### src/rtl/uart_arb_pkg.sv
// Shared constants for the UART transmit arbiter and its clients.
//   - FSM state encodings for the arbiter (idle / owned / draining)
//   - client index assignments on the arbiter's request vector
//   - ASCII control characters used by the text-producing clients
package uart_arb_pkg;

  // Arbiter FSM encodings
  localparam logic [1:0] StIdle  = 2'd0;
  localparam logic [1:0] StOwn   = 2'd1;
  localparam logic [1:0] StDrain = 2'd2;

  // Client slots on the request/grant vectors
  localparam int unsigned CL_DISPLAY = 0;
  localparam int unsigned CL_ECHO    = 1;
  localparam int unsigned CL_STATUS  = 2;

  // ASCII line control
  localparam logic [7:0] CR = 8'h0D;
  localparam logic [7:0] LF = 8'h0A;

endpackage

### src/rtl/rr_pick.sv
// Combinational round-robin selector.
// Picks the first set bit of elig_i scanning last_i+1, last_i+2, ... (wrapping), so the
// previous winner has lowest priority.
//   elig_i   : eligible requester vector
//   last_i   : index of the previous winner
//   winner_o : selected index (0 when valid_o is low)
//   valid_o  : at least one requester is eligible
module rr_pick #(
  parameter int unsigned N    = 3,
  parameter int unsigned IdxW = 2
) (
  input  logic [N-1:0]    elig_i,
  input  logic [IdxW-1:0] last_i,
  output logic [IdxW-1:0] winner_o,
  output logic            valid_o
);

  always_comb begin
    int unsigned idx;
    logic        found;
    idx      = 0;
    found    = 1'b0;
    winner_o = '0;
    for (int unsigned k = 1; k <= N; k++) begin
      idx = (32'(last_i) + k) % N;
      if (!found && elig_i[IdxW'(idx)]) begin
        found    = 1'b1;
        winner_o = IdxW'(idx);
      end
    end
    valid_o = found;
  end

endmodule

### src/rtl/uart_tx_arbiter.sv
// Shares one uart_tx byte transmitter between several byte-stream clients.
// A client owns the UART for a whole message (req held high); ownership is granted
// round-robin. A watchdog reclaims the UART from an owner that holds it without sending.
//   clk_i, rst_ni   : clock, asynchronous active-low reset
//   req_i           : per-client message request (level)
//   cl_start_i      : per-client byte strobe
//   cl_data_i       : per-client byte, client i on [8i+7:8i]
//   cl_busy_o       : per-client busy (always 1 for non-owners)
//   grant_o         : one-hot owner, or zero
//   tx_data_o/tx_start_o/tx_busy_i : uart_tx hookup
//   drop_err_o      : pulse, a non-owner strobed a byte
//   timeout_err_o   : pulse, watchdog released the owner
module uart_tx_arbiter
  import uart_arb_pkg::*;
#(
  parameter int unsigned N_CLIENTS = 3,
  parameter int unsigned TIMEOUT   = 1_000_000,
  parameter int unsigned PEND_MAX  = 4
) (
  input  logic                   clk_i,
  input  logic                   rst_ni,
  input  logic [N_CLIENTS-1:0]   req_i,
  input  logic [N_CLIENTS-1:0]   cl_start_i,
  input  logic [8*N_CLIENTS-1:0] cl_data_i,
  output logic [N_CLIENTS-1:0]   cl_busy_o,
  output logic [N_CLIENTS-1:0]   grant_o,
  output logic [7:0]             tx_data_o,
  output logic                   tx_start_o,
  input  logic                   tx_busy_i,
  output logic                   drop_err_o,
  output logic                   timeout_err_o
);

  localparam int unsigned IdxW = $clog2(N_CLIENTS);
  localparam int unsigned WdW  = $clog2(TIMEOUT + 1);
  localparam int unsigned PcW  = $clog2(PEND_MAX + 1);

  logic [1:0]           state_q, state_d;
  logic [IdxW-1:0]      last_q, last_d;
  logic [N_CLIENTS-1:0] grant_q, grant_d;
  logic [N_CLIENTS-1:0] lockout_q, lockout_d, lock_set;
  logic                 pend_q, pend_d;
  logic [PcW-1:0]       pcnt_q, pcnt_d;
  logic [WdW-1:0]       wdog_q, wdog_d;
  logic [7:0]           tx_data_q, tx_data_d;
  logic                 tx_start_q, tx_start_d;
  logic                 drop_q, drop_d;
  logic                 tmo_q, tmo_d;

  logic [N_CLIENTS-1:0] eligible;
  logic [IdxW-1:0]      pick_idx;
  logic                 pick_valid;
  logic                 owner_busy;
  logic                 accept;

  assign eligible = req_i & ~lockout_q;

  rr_pick #(
    .N    (N_CLIENTS),
    .IdxW (IdxW)
  ) u_pick (
    .elig_i   (eligible),
    .last_i   (last_q),
    .winner_o (pick_idx),
    .valid_o  (pick_valid)
  );

  // Owner is busy while uart_tx is busy or an issued start has not been acknowledged yet.
  assign owner_busy = tx_busy_i | pend_q;
  assign cl_busy_o  = ~grant_q | {N_CLIENTS{owner_busy}};
  // In OWN, last_q is the owner index.
  assign accept     = (state_q == StOwn) && cl_start_i[last_q] && !owner_busy;

  always_comb begin
    state_d    = state_q;
    last_d     = last_q;
    grant_d    = grant_q;
    wdog_d     = wdog_q;
    tmo_d      = 1'b0;
    lock_set   = '0;
    case (state_q)
      StIdle: begin
        if (pick_valid) begin
          grant_d = {{(N_CLIENTS-1){1'b0}}, 1'b1} << pick_idx;
          last_d  = pick_idx;
          wdog_d  = '0;
          state_d = StOwn;
        end
      end
      StOwn: begin
        if (accept) begin
          wdog_d = '0;
        end else if (!owner_busy) begin
          if (wdog_q == WdW'(TIMEOUT - 1)) begin
            tmo_d    = 1'b1;
            lock_set = grant_q;
            wdog_d   = '0;
            state_d  = StDrain;
          end else begin
            wdog_d = wdog_q + 1'b1;
          end
        end
        if (!req_i[last_q]) state_d = StDrain;
      end
      StDrain: begin
        if (!owner_busy) begin
          grant_d = '0;
          state_d = StIdle;
        end
      end
      default: begin
        grant_d = '0;
        state_d = StIdle;
      end
    endcase
  end

  // A lockout survives only while the locked client keeps req high.
  assign lockout_d = (lockout_q | lock_set) & req_i;

  always_comb begin
    pend_d = pend_q;
    pcnt_d = pcnt_q;
    if (accept) begin
      pend_d = 1'b1;
      pcnt_d = '0;
    end else if (pend_q) begin
      if (tx_busy_i || pcnt_q == PcW'(PEND_MAX - 1)) begin
        pend_d = 1'b0;
      end else begin
        pcnt_d = pcnt_q + 1'b1;
      end
    end
  end

  assign tx_start_d = accept;
  assign tx_data_d  = accept ? cl_data_i[{last_q, 3'b000} +: 8] : tx_data_q;
  assign drop_d     = |(cl_start_i & ~grant_q);

  always_ff @(posedge clk_i or negedge rst_ni) begin
    if (!rst_ni) begin
      state_q    <= StIdle;
      last_q     <= IdxW'(N_CLIENTS - 1);
      grant_q    <= '0;
      lockout_q  <= '0;
      pend_q     <= 1'b0;
      pcnt_q     <= '0;
      wdog_q     <= '0;
      tx_data_q  <= '0;
      tx_start_q <= 1'b0;
      drop_q     <= 1'b0;
      tmo_q      <= 1'b0;
    end else begin
      state_q    <= state_d;
      last_q     <= last_d;
      grant_q    <= grant_d;
      lockout_q  <= lockout_d;
      pend_q     <= pend_d;
      pcnt_q     <= pcnt_d;
      wdog_q     <= wdog_d;
      tx_data_q  <= tx_data_d;
      tx_start_q <= tx_start_d;
      drop_q     <= drop_d;
      tmo_q      <= tmo_d;
    end
  end

  assign grant_o       = grant_q;
  assign tx_data_o     = tx_data_q;
  assign tx_start_o    = tx_start_q;
  assign drop_err_o    = drop_q;
  assign timeout_err_o = tmo_q;

endmodule

### config.mk
export PLATFORM = sky130hd
export DESIGN_NAME = uart_tx_arbiter
export DESIGN_NICKNAME = d
export VERILOG_FILES = /design/src/rtl/uart_arb_pkg.sv /design/src/rtl/rr_pick.sv /design/src/rtl/uart_tx_arbiter.sv
export SDC_FILE = /design/constraint.sdc
export NUM_CORES = 1
export LEC_CHECK = 0
export CORE_AREA = 2 2 79 81
export DETAILED_ROUTE_END_ITERATION = 6
export DIE_AREA = 0 0 81 83
export DONT_BUFFER_PORTS = 1
export GPL_ROUTABILITY_DRIVEN = 0
export PLACE_DENSITY_LB_ADDON = 0.25
export SLEW_MARGIN = 20
export SYNTH_ARGS = -nofsm -noshare
export SYNTH_HDL_FRONTEND = slang
export SYNTH_SLANG_ARGS = --single-unit
export TNS_END_PERCENT = 1
### constraint.sdc
create_clock -name clk_i -period 3.45 [get_ports clk_i]
set_input_delay 0.345 -clock clk_i [delete_from_list [all_inputs] [get_ports clk_i]]
set_output_delay 0.345 -clock clk_i [all_outputs]
set_load 0.01 [all_outputs]
==> flow_metrics.py <==
metrics = {
    "logic_synthesis": {
        "yosysTopAreaCell": "dfrtp_1",
        "syn-instance-count": 289,
        "netlist_area_sq_um": 2597,
        "synth_warnings": 0,
        "syn_avg_cell_area_sq_um": 8.988,
        "ys_ff_latch": 45,
        "synth_seq_area_share": 0.4340,
        "async_reset_ff_frac": 1.000,
        "synthDominantCellAreaShare": 0.4239,
        "synth.area.top_cells": "dfrtp_1 42%, o21ai_0 6.0%, nand2_1 4.9%",
        "synth_ff_type": "dfrtp_1",
        "mappedNetlistNets": 328,
        "synth_cell_type_count": 53,
        "synth-edff-count": 0,
    },
    "grt": {
        "grt_start_max_net_pins": 46,
        "grt-ovfl-total": 0,
        "antenna_found_initial": 0,
        "wire_length_of_the_first_global_routing_pass_um": 9887,
        "number_of_global_route_vias_before_repair": 2055,
        "track_usage": 0.1840,
    },
    "power": {
        "clock_power_share": 0.200,
        "power.net_switching_mw": 0.8278,
        "irDropWorstVdd_v": 0.0003730,
        "netSwitchingFraction": 0.4063,
        "power_per_cell_area_nw_per_um2": 720.0,
        "comb_power_share": 0.402,
        "seq_power_share": 0.398,
        "p_leak_nw": 1.196,
        "cellInternalPower_mw": 1.210,
    },
    "drt": {
        "iteration_count_of_the_initial_detailed_routing_pass": 4,
        "detail-route-antenna-nets": 0,
        "drt-vias-per-instance": 5.675,
        "detail_route.drc_violations": 0,
        "routed-via-count": 2094,
        "post_drt_wl_per_cell_um": 15.81,
        "drtIter0Drc": 131,
        "finalWirelength_um": 5834,
    },
    "sta": {
        "hold_viol": 0,
        "tns_ps": 0,
        "report.final.setup_viol": 0,
        "layout_worst_path_cycle_share": 0.8381,
        "timing.fmax_mhz": 345.8,
        "worst_slew_pin_slew_ps": 636.1,
        "final_max_slew_viol_count": 0,
        "postLayoutSetupSlackWorst_ps": 558.5,
        "clock-skew-final_ps": 5.989,
        "finalWorstPathRequiredPeriod_ps": 2891,
        "maxSlewHeadroom": 0.5750,
        "rsz_0062_raised_after_global_routing": "false",
    },
    "hold_path": {
        "min_path_type": "input pin to flip-flop",
    },
    "setup_path": {
        "worst-setup-path-type": "flip-flop to flip-flop",
        "critical_path_arrival_ps": 3100,
        "required_time_at_the_endpoint_of_the_critical_path_ps": 3660,
        "setup.worst_path.start_class": "flip-flop",
        "crit_end_category": "flip-flop",
        "critical_path_peak_fanout": 14,
    },
    "die": {
        "core_area_sq_um": 5816,
        "pin_count": 50,
        "fp.dieArea_sq_um": 6723,
        "die_h_um": 83,
        "initial_core_util": 0.4466,
        "std_cell_rows": 28,
        "die_width_um": 81,
    },
    "layout": {
        "num-nets-final": 332,
        "stdcell_count": 369,
        "area_growth_pct": 8.959,
        "fill_cells": 545,
        "finish.instance_area_sq_um": 2830,
        "post_route_cells_drive_above_1_share": 0.08844,
        "multi_input_comb_area_sq_um": 1395,
        "n_antenna_cell": 0,
        "register_area_sq_um": 1127,
    },
    "run": {
        "maximum_capacitance_violations": 0,
    },
    "clock_network": {
        "postCtsSetupRepairBufs": 0,
        "clock_sink_count": 45,
        "clock-root-buffer": "clkbuf_8",
        "clk_path_buf_depth": 2,
        "clock_buffers_created_by_tritoncts": 5,
        "tritoncts": "yes",
        "htree_num_levels": 2,
        "clock_insertion_delay_worst_skew_ps": 290,
        "clock_pin_slew_on_the_worst_setup_and_hold_paths_ps": 80,
    },
    "place": {
        "dp.cells": 359,
        "dpl.hpwl_um": 4235,
        "placed_cell_area_sq_um": 2676,
        "placement.io_buffers": 0,
        "placement.setup.worst_slack_ps": 638.3,
    },
    "status": {
        "run_status": "finished, final reports clean",
    },
}
[critical path, stage by stage, from the launching register on]
cell	delay, ps
dfstp_2	760
ha_1	380
nor2b_1	170
o21ai_0	310
nand3_1	220
o21ai_0	220
buf_4	200
nand3_1	300
o21ai_0	260
[cells in the final DEF, fill, tap and decap left out, types with 9 or more instances in the layout]
master / n
nor2b_1: 11
nor2_1: 29
a21oi_1: 17
nand3_1: 9
o21ai_0: 31
mux2i_1: 10
dfrtp_1: 44
nor3_1: 13
nand2_1: 34
inv_1: 10
[worst paths after layout]
kind                                     endpoint  slack, ps                  start  depth (start not counted)
max                         wdog_q[6]$_DFFE_PN0P_        560  last_q[1]$_DFFE_PN1P_                          8
min                          drop_err_o$_DFF_PN0_        190          cl_start_i[1]                          2
max reg2reg                 wdog_q[6]$_DFFE_PN0P_        560  last_q[1]$_DFFE_PN1P_                          8
min reg2reg                 pcnt_q[1]$_DFFE_PN0P_        530  pcnt_q[1]$_DFFE_PN0P_                          2
max in group asynchronous   last_q[1]$_DFFE_PN1P_       2610                 rst_ni                          2
min in group asynchronous  wdog_q[16]$_DFFE_PN0P_        550                 rst_ni                          2
[power groups by stage]
| stage | clock network (mW) | logic (mW) | registers, mW |
|---|---|---|---|
| final | 0.408 | 0.820 | 0.810 |
| after global routing | 0.445 | 0.920 | 0.826 |
| after CTS | 0.418 | 0.823 | 0.810 |
| after detailed placement | 0 | 0.798 | 0.821 |
| after global placement | 0 | 0.782 | 0.817 |
| after floorplan | 0 | 0.674 | 0.753 |
[synth_stat cells, types with 2 or more instances]
master / instances
o21ai_0: 31
inv_1: 10
ha_1: 6
a31oi_1: 3
or2_2: 2
nand3_1: 9
dfrtp_1: 44
nand2b_1: 5
o211ai_1: 2
a21o_1: 2
a21oi_1: 17
mux2_2: 2
nand2_1: 34
nor2_1: 29
and3_2: 2
nand4_1: 7
nor3b_1: 2
a41oi_1: 2
clkbuf_1: 5
nor3_1: 13
buf_4: 2
or4_4: 2
xor2_1: 7
mux2i_1: 10
nor2b_1: 11
nor4_1: 3
[final cells by class]
| class | count | area share |
|---|---|---|
| Clock buffer | 7 | 0.03050 |
| Timing Repair Buffer | 5 | 0.02122 |
| Multi-Input combinational cell | 226 | 0.4929 |
| Inverter | 10 | 0.01326 |
| Clock inverter | 1 | 0.01061 |
| Sequential cell | 45 | 0.3983 |
| Tap cell | 75 | 0.03316 |
[state kept, by name (all words and copies together), names as in the netlist, 2 cells and up]
| name | count |
|---|---|
| last_q | 2 |
| wdog_q | 20 |
| lockout_q | 3 |
| grant_o | 3 |
| tx_data_o | 8 |
| state_q | 2 |
| pcnt_q | 3 |
[routing by layer]
| layer | part of all wire | GRT usage | routed length (um) |
|---|---|---|---|
| met2 | 0.47 | 0.2772 | 2756 |
| met4 | 0.0093 | 0.04931 | 54 |
| met3 | 0.041 | 0.04457 | 241 |
| met5 | 0 | 0 | 0 |
| met1 | 0.48 | 0.2632 | 2781 |
[logic make-up after synthesis]
group           Yosys count  synth area share
mux                      12           0.04721
xor+xnor                  8           0.02698
fa+ha+maj                 6           0.02890
compound gates           70            0.1691
simple gates            130            0.2649
flops                    45            0.4340
buf+inv                  18           0.02890
[stage by stage]
stage	utilization	hold WS (ps)	total power, mW
2_1_floorplan	-	49.41	1.426
3_3_place_gp	0.4602	50.59	1.599
3_5_place_dp	0.4602	50.92	1.619
4_1_cts	0.4867	187.4	2.051
5_1_grt	0.4867	186.0	2.191
6_report	0.4867	194.5	2.038
[what timing repair did]
item                       in CTS  in global routing
gates resized for setup         0                  0
setup endpoints to repair       0                  0
hold buffers                    2                  0
hold endpoints to repair       45                  0
No activity file was read; power rests on OpenSTA's default activity.
==> patch 1: new RTL, config.mk and constraints unchanged <==
`tx_data_q` no longer has a reset.
--- a/src/rtl/uart_tx_arbiter.sv
+++ b/src/rtl/uart_tx_arbiter.sv
@@ -146,7 +146,6 @@
       pend_q     <= 1'b0;
       pcnt_q     <= '0;
       wdog_q     <= '0;
-      tx_data_q  <= '0;
       tx_start_q <= 1'b0;
       drop_q     <= 1'b0;
       tmo_q      <= 1'b0;
@@ -158,11 +157,14 @@
       pend_q     <= pend_d;
       pcnt_q     <= pcnt_d;
       wdog_q     <= wdog_d;
-      tx_data_q  <= tx_data_d;
       tx_start_q <= tx_start_d;
       drop_q     <= drop_d;
       tmo_q      <= tmo_d;
     end
+  end
+
+  always_ff @(posedge clk_i) begin
+    tx_data_q <= tx_data_d;
   end
 
   assign grant_o       = grant_q;
Behaviour: differs if rst_ni is asserted again (counterexample within 4 cycles, from zero or initial values and one cycle with rst_ni low); with rst_ni held inactive, the same outputs for 4 cycles.
==> patch 1 against the unedited design <==
  * Sequential cell count stayed put
  * Worst setup slack better by 0.0028 ns
  * Clock power is 17% higher
  * Clock skew hardly changed
  * Synthesized area is 1.7% higher
  * Power is 6.0% lower
  * Largest cell class unchanged
  * Final area is 1.3% higher
  * Wire length is 1.1% lower
==> patch 1: results (changes against the unedited design) <==
DR vias 2135 (+2.0%); number of global-route vias before repair 2009 (-2.2%); largest net degree at the start of global routing 38 (-17%); most flop-heavy register wdog_q; Area Overhead vs Synth 8.523%; sequential fraction of the synthesis area 44.18% (+0.78 points); nets@finish 313 (-5.7%); Worst VDD drop 0.2980 mV (-20%); P_comb 0.673 mW (-18%); RR Endpoint wdog_q[2]; Worst Hold Class in -> reg; port bufs 0 (unchanged); WP data arrival 3.07 ns (-0.03 ns); outcome finished clean; Post-Syn Area per Cell 9.715 sq um (+8.1%); pre-CTS setup slack 0.5765 ns (-0.06186 ns); Post-synth ARST share 82.22% (-18 points); global-route usage over all layers 17.78% (-0.62 points); Internal 1.194 mW (-1.3%); P_leak 1.211 nW (+1.2%); number of synthesized flops with an enable pin 8 (+8); Max power group registers; Slew headroom 47.66% (-9.8 points); DRT iter0 DRCs 128 (-2.3%); multi-input logic area 1390 sq um (-0.36%); crit path time final 2.889 ns (-0.002797 ns); first-pass GRT wire length 9535 microns (-3.6%); Comb power frac 35.2% (-5.0 points); DP Area 2700 sq um (+0.89%); synth top area cells dfrtp_1 (34%), edfxtp_1 (9.1%), mux2i_1 (5.7%), nand2_1 (3.8%), o21ai_0 (3.2%); CP max-delay cell dfstp_2; DR WL/cell 16.48 microns (+4.2%); CP startpoint last_q[1]; worst hold margin 0.1835 ns (-0.01099 ns); comb_multi_in 209 (-7.5%); fillers 569 (+4.4%); Clock Network Area Fraction 4.799% (+0.69 points); seq pwr 0.763 mW (-5.8%); Commonest cells post-synth dfrtp_1 (36), nand2_1 (27), o21ai_0 (17); post-synthesis cell type count 63 (+19%); layout cell share with drive strength beyond 1 8.364% (-0.48 points); drt pass-1 iters 5 (+1); clk_skew 0.006093 ns (+0.0001042 ns); Non-clock buffers 4 (-1); Routed Wire Length 5768 microns (-1.1%); Inverters, non-clock 9 (-1); CP delay by family, top simple AND/OR/NAND/NOR gates; Post-DP HPWL 4141 microns (-2.2%); sequential share of cell area 40.71% (+0.87 points); Inst Count DP 340 (-5.3%)
-- patch 1: cell types whose count changed after synthesis, sizes merged, moves of 7 or more --
cell and delta:
edfxtp +8, xor2 -7, dfrtp -8, nand2 -7
o21ai -10, nor2 -20
-- patch 1: kinds of logic after synthesis --
logic type | after synthesis | share of synthesized area, %
simple gates | 118 | 26.23
fa+ha+maj | 6 | 2.841
flops | 45 | 44.18
buf+inv | 18 | 3.219
compound gates | 69 | 17.52
mux | 15 | 5.682
xor+xnor | 1 | 0.3315
-- patch 1: timing repair --
item	in CTS	in global routing
endpoints found under the hold margin	37	0
buffers inserted	0	0
hold buffers	2	0
-- patch 1: per-layer routing --
| metal | routed length (microns) | part of all wire, % | GRT usage, % | up-vias |
|---|---|---|---|---|
| met4 | 34 | 0.59 | 2.928 | 0 |
| li1 | - | - | - | 1025 |
| met3 | 342 | 5.9 | 4.674 | 6 |
| met5 | 0 | 0 | 0 | - |
| met2 | 2782 | 48 | 29.53 | 63 |
| met1 | 2608 | 45 | 23.50 | 1041 |
==> patch 2: new RTL, same flow settings <==
Without the edit above. Change the parameter `PEND_MAX` from 4 to 16.
--- a/src/rtl/uart_tx_arbiter.sv
+++ b/src/rtl/uart_tx_arbiter.sv
@@ -15,7 +15,7 @@
 #(
   parameter int unsigned N_CLIENTS = 3,
   parameter int unsigned TIMEOUT   = 1_000_000,
-  parameter int unsigned PEND_MAX  = 4
+  parameter int unsigned PEND_MAX  = 16
 ) (
   input  logic                   clk_i,
   input  logic                   rst_ni,
Behaviour: not the same (a bounded check fails within 10 cycles, from zero or initial values and one cycle with rst_ni low).
==> patch 2 against the unedited design <==
  * Worst setup slack got worse by 0.12 ns
  * Final area is 2.5% higher
  * Non-clock buffer count unchanged
  * Die area stayed put
  * Synthesized area is 3.6% higher
  * Largest cell class unchanged
  * Count of clock-buffer cells in the layout is 2 lower
  * Sequential cell count increased by 2
  * Wire length down 1.4%
  * Power is 3.6% lower
==> patch 2: results (changes against the unedited design) <==
number of global-route vias before repair 2147 (+4.5%); pre-CTS setup slack 0.4558 ns (-0.1825 ns); nets@finish 324 (-2.4%); DR WL met3 213 microns (-12%); Clock Network Area Fraction 3.969% (-0.14 points); fin cells 361 (-2.2%); Reg area 1177 sq um (+4.4%); Inst Count DP 351 (-2.2%); fillers 565 (+3.7%); post-synthesis cell type count 63 (+19%); met2 usage 28.70% (+0.98 points); CP max-delay cell dfstp_2; Inverters, non-clock 9 (-1); Worst VDD drop 0.3727 mV (about the same); first-pass GRT wire length 10050 microns (+1.6%); multi-input logic portion of the cell area 48.96% (-0.33 points); Yosys reg bits 47 (+4.4%); sequential fraction of the synthesis area 43.77% (+0.37 points); Tightest Pin Transition 0.8373 ns (+0.2011 ns); clk_skew 0.007306 ns (+0.001316 ns); DRT iter0 DRCs 112 (-15%); met3 usage 4.674% (+0.22 points); P_leak 1.149 nW (-3.9%); DR WL/cell 15.93 microns (+0.78%); crit-path max FO 21 (+7); Post-Syn Area per Cell 9.472 sq um (+5.4%); Worst Hold Class in -> reg; GR Util met1 25.59% (-0.73 points); wl on met1 2813 microns (+1.2%); vias per cell 5.922 (+4.4%); crit-path max cell delay 0.80 ns (+0.04 ns); initial antenna violation count 0 (unchanged); most flop-heavy register wdog_q; outcome finished clean; WP data arrival 3.20 ns (+0.10 ns); multi-input logic area 1420 sq um (+1.8%); comb_multi_in 217 (-4.0%); CTS Buffer Depth 2 (unchanged); DR top layer met4; Commonest cells post-synth dfrtp_1 (46), a21oi_1 (31), nor2_1 (29); routed wl met2 2697 microns (-2.1%); synth top area cells dfrtp_1 (43%), a21oi_1 (5.8%), nor2_1 (4.0%), mux2i_1 (3.7%), ha_1 (2.8%); Post-DP HPWL 4012 microns (-5.3%); signal buffers share of area 2.071% (-0.051 points); layout cell share with drive strength beyond 1 10.49% (+1.6 points); layout clock buffer count 5 (-2); cell area after synthesis 2690 sq um (+3.6%); YS warnings 0 (unchanged); global-route usage over all layers 18.51% (+0.10 points); largest net degree at the start of global routing 48 (+4.3%); Root Buffer clkbuf_8
[patch 2: cell count changes after synthesis, moves of 4 or more]
cell and delta:
o21ai_1 +9, o31ai_1 +5, or4_1 +8, nand2_1 -14, or3_1 +6, nor3_1 -12, xor2_1 -4, a21oi_1 +14
nor2b_1 -7, o21ai_0 -23
[patch 2: worst paths after layout]
kind / startpoint / end / slack [ns] / depth (start not counted)
max in group asynchronous: rst_ni / last_q[1] / 2.60 / 2
max reg2reg: last_q[1] / wdog_q[3] / 0.44 / 7
max: last_q[1] / wdog_q[3] / 0.44 / 7
min: req_i[1] / lockout_q[1] / 0.17 / 1
min in group asynchronous: rst_ni / grant_o[1] / 0.57 / 2
min reg2reg: wdog_q[1] / wdog_q[1] / 0.54 / 2
[patch 2: what timing repair did]
item | CTS | global route
endpoints found under the hold margin | 47 | 0
hold buffers | 2 | 0
gates resized for setup | 0 | 0
[patch 2: logic make-up (layout without fill, tap and decap cells)]
group | Yosys count | after routing | synth area share, %
buffers and inverters | 20 | 22 | 3.534
AO/OA/AOI/OAI | 77 | 77 | 18.28
flip-flops | 47 | 47 | 43.77
adder cells (fa/ha/maj) | 6 | 6 | 2.791
AND/OR/NAND/NOR | 116 | 116 | 25.21
XOR/XNOR | 7 | 7 | 2.279
multiplexers | 11 | 11 | 4.140
[patch 2: power breakdown]
| group | leakage [nW] | switching (mW) | internal (mW) | total, mW |
|---|---|---|---|---|
| Clock | 0.0548 | 0.205 | 0.219 | 0.424 |
| Combinational | 0.478 | 0.453 | 0.271 | 0.723 |
| Sequential | 0.617 | 0.148 | 0.669 | 0.816 |
[patch 2: worst max-delay path, delay by kind of cell, from the launching register on]
kind                       cells  cell delay, ns
adders and majority gates      1            0.42
DFF                            1            0.80
and+or+nand+nor                4            1.05
AOI/OAI and AO/OA              2            0.63
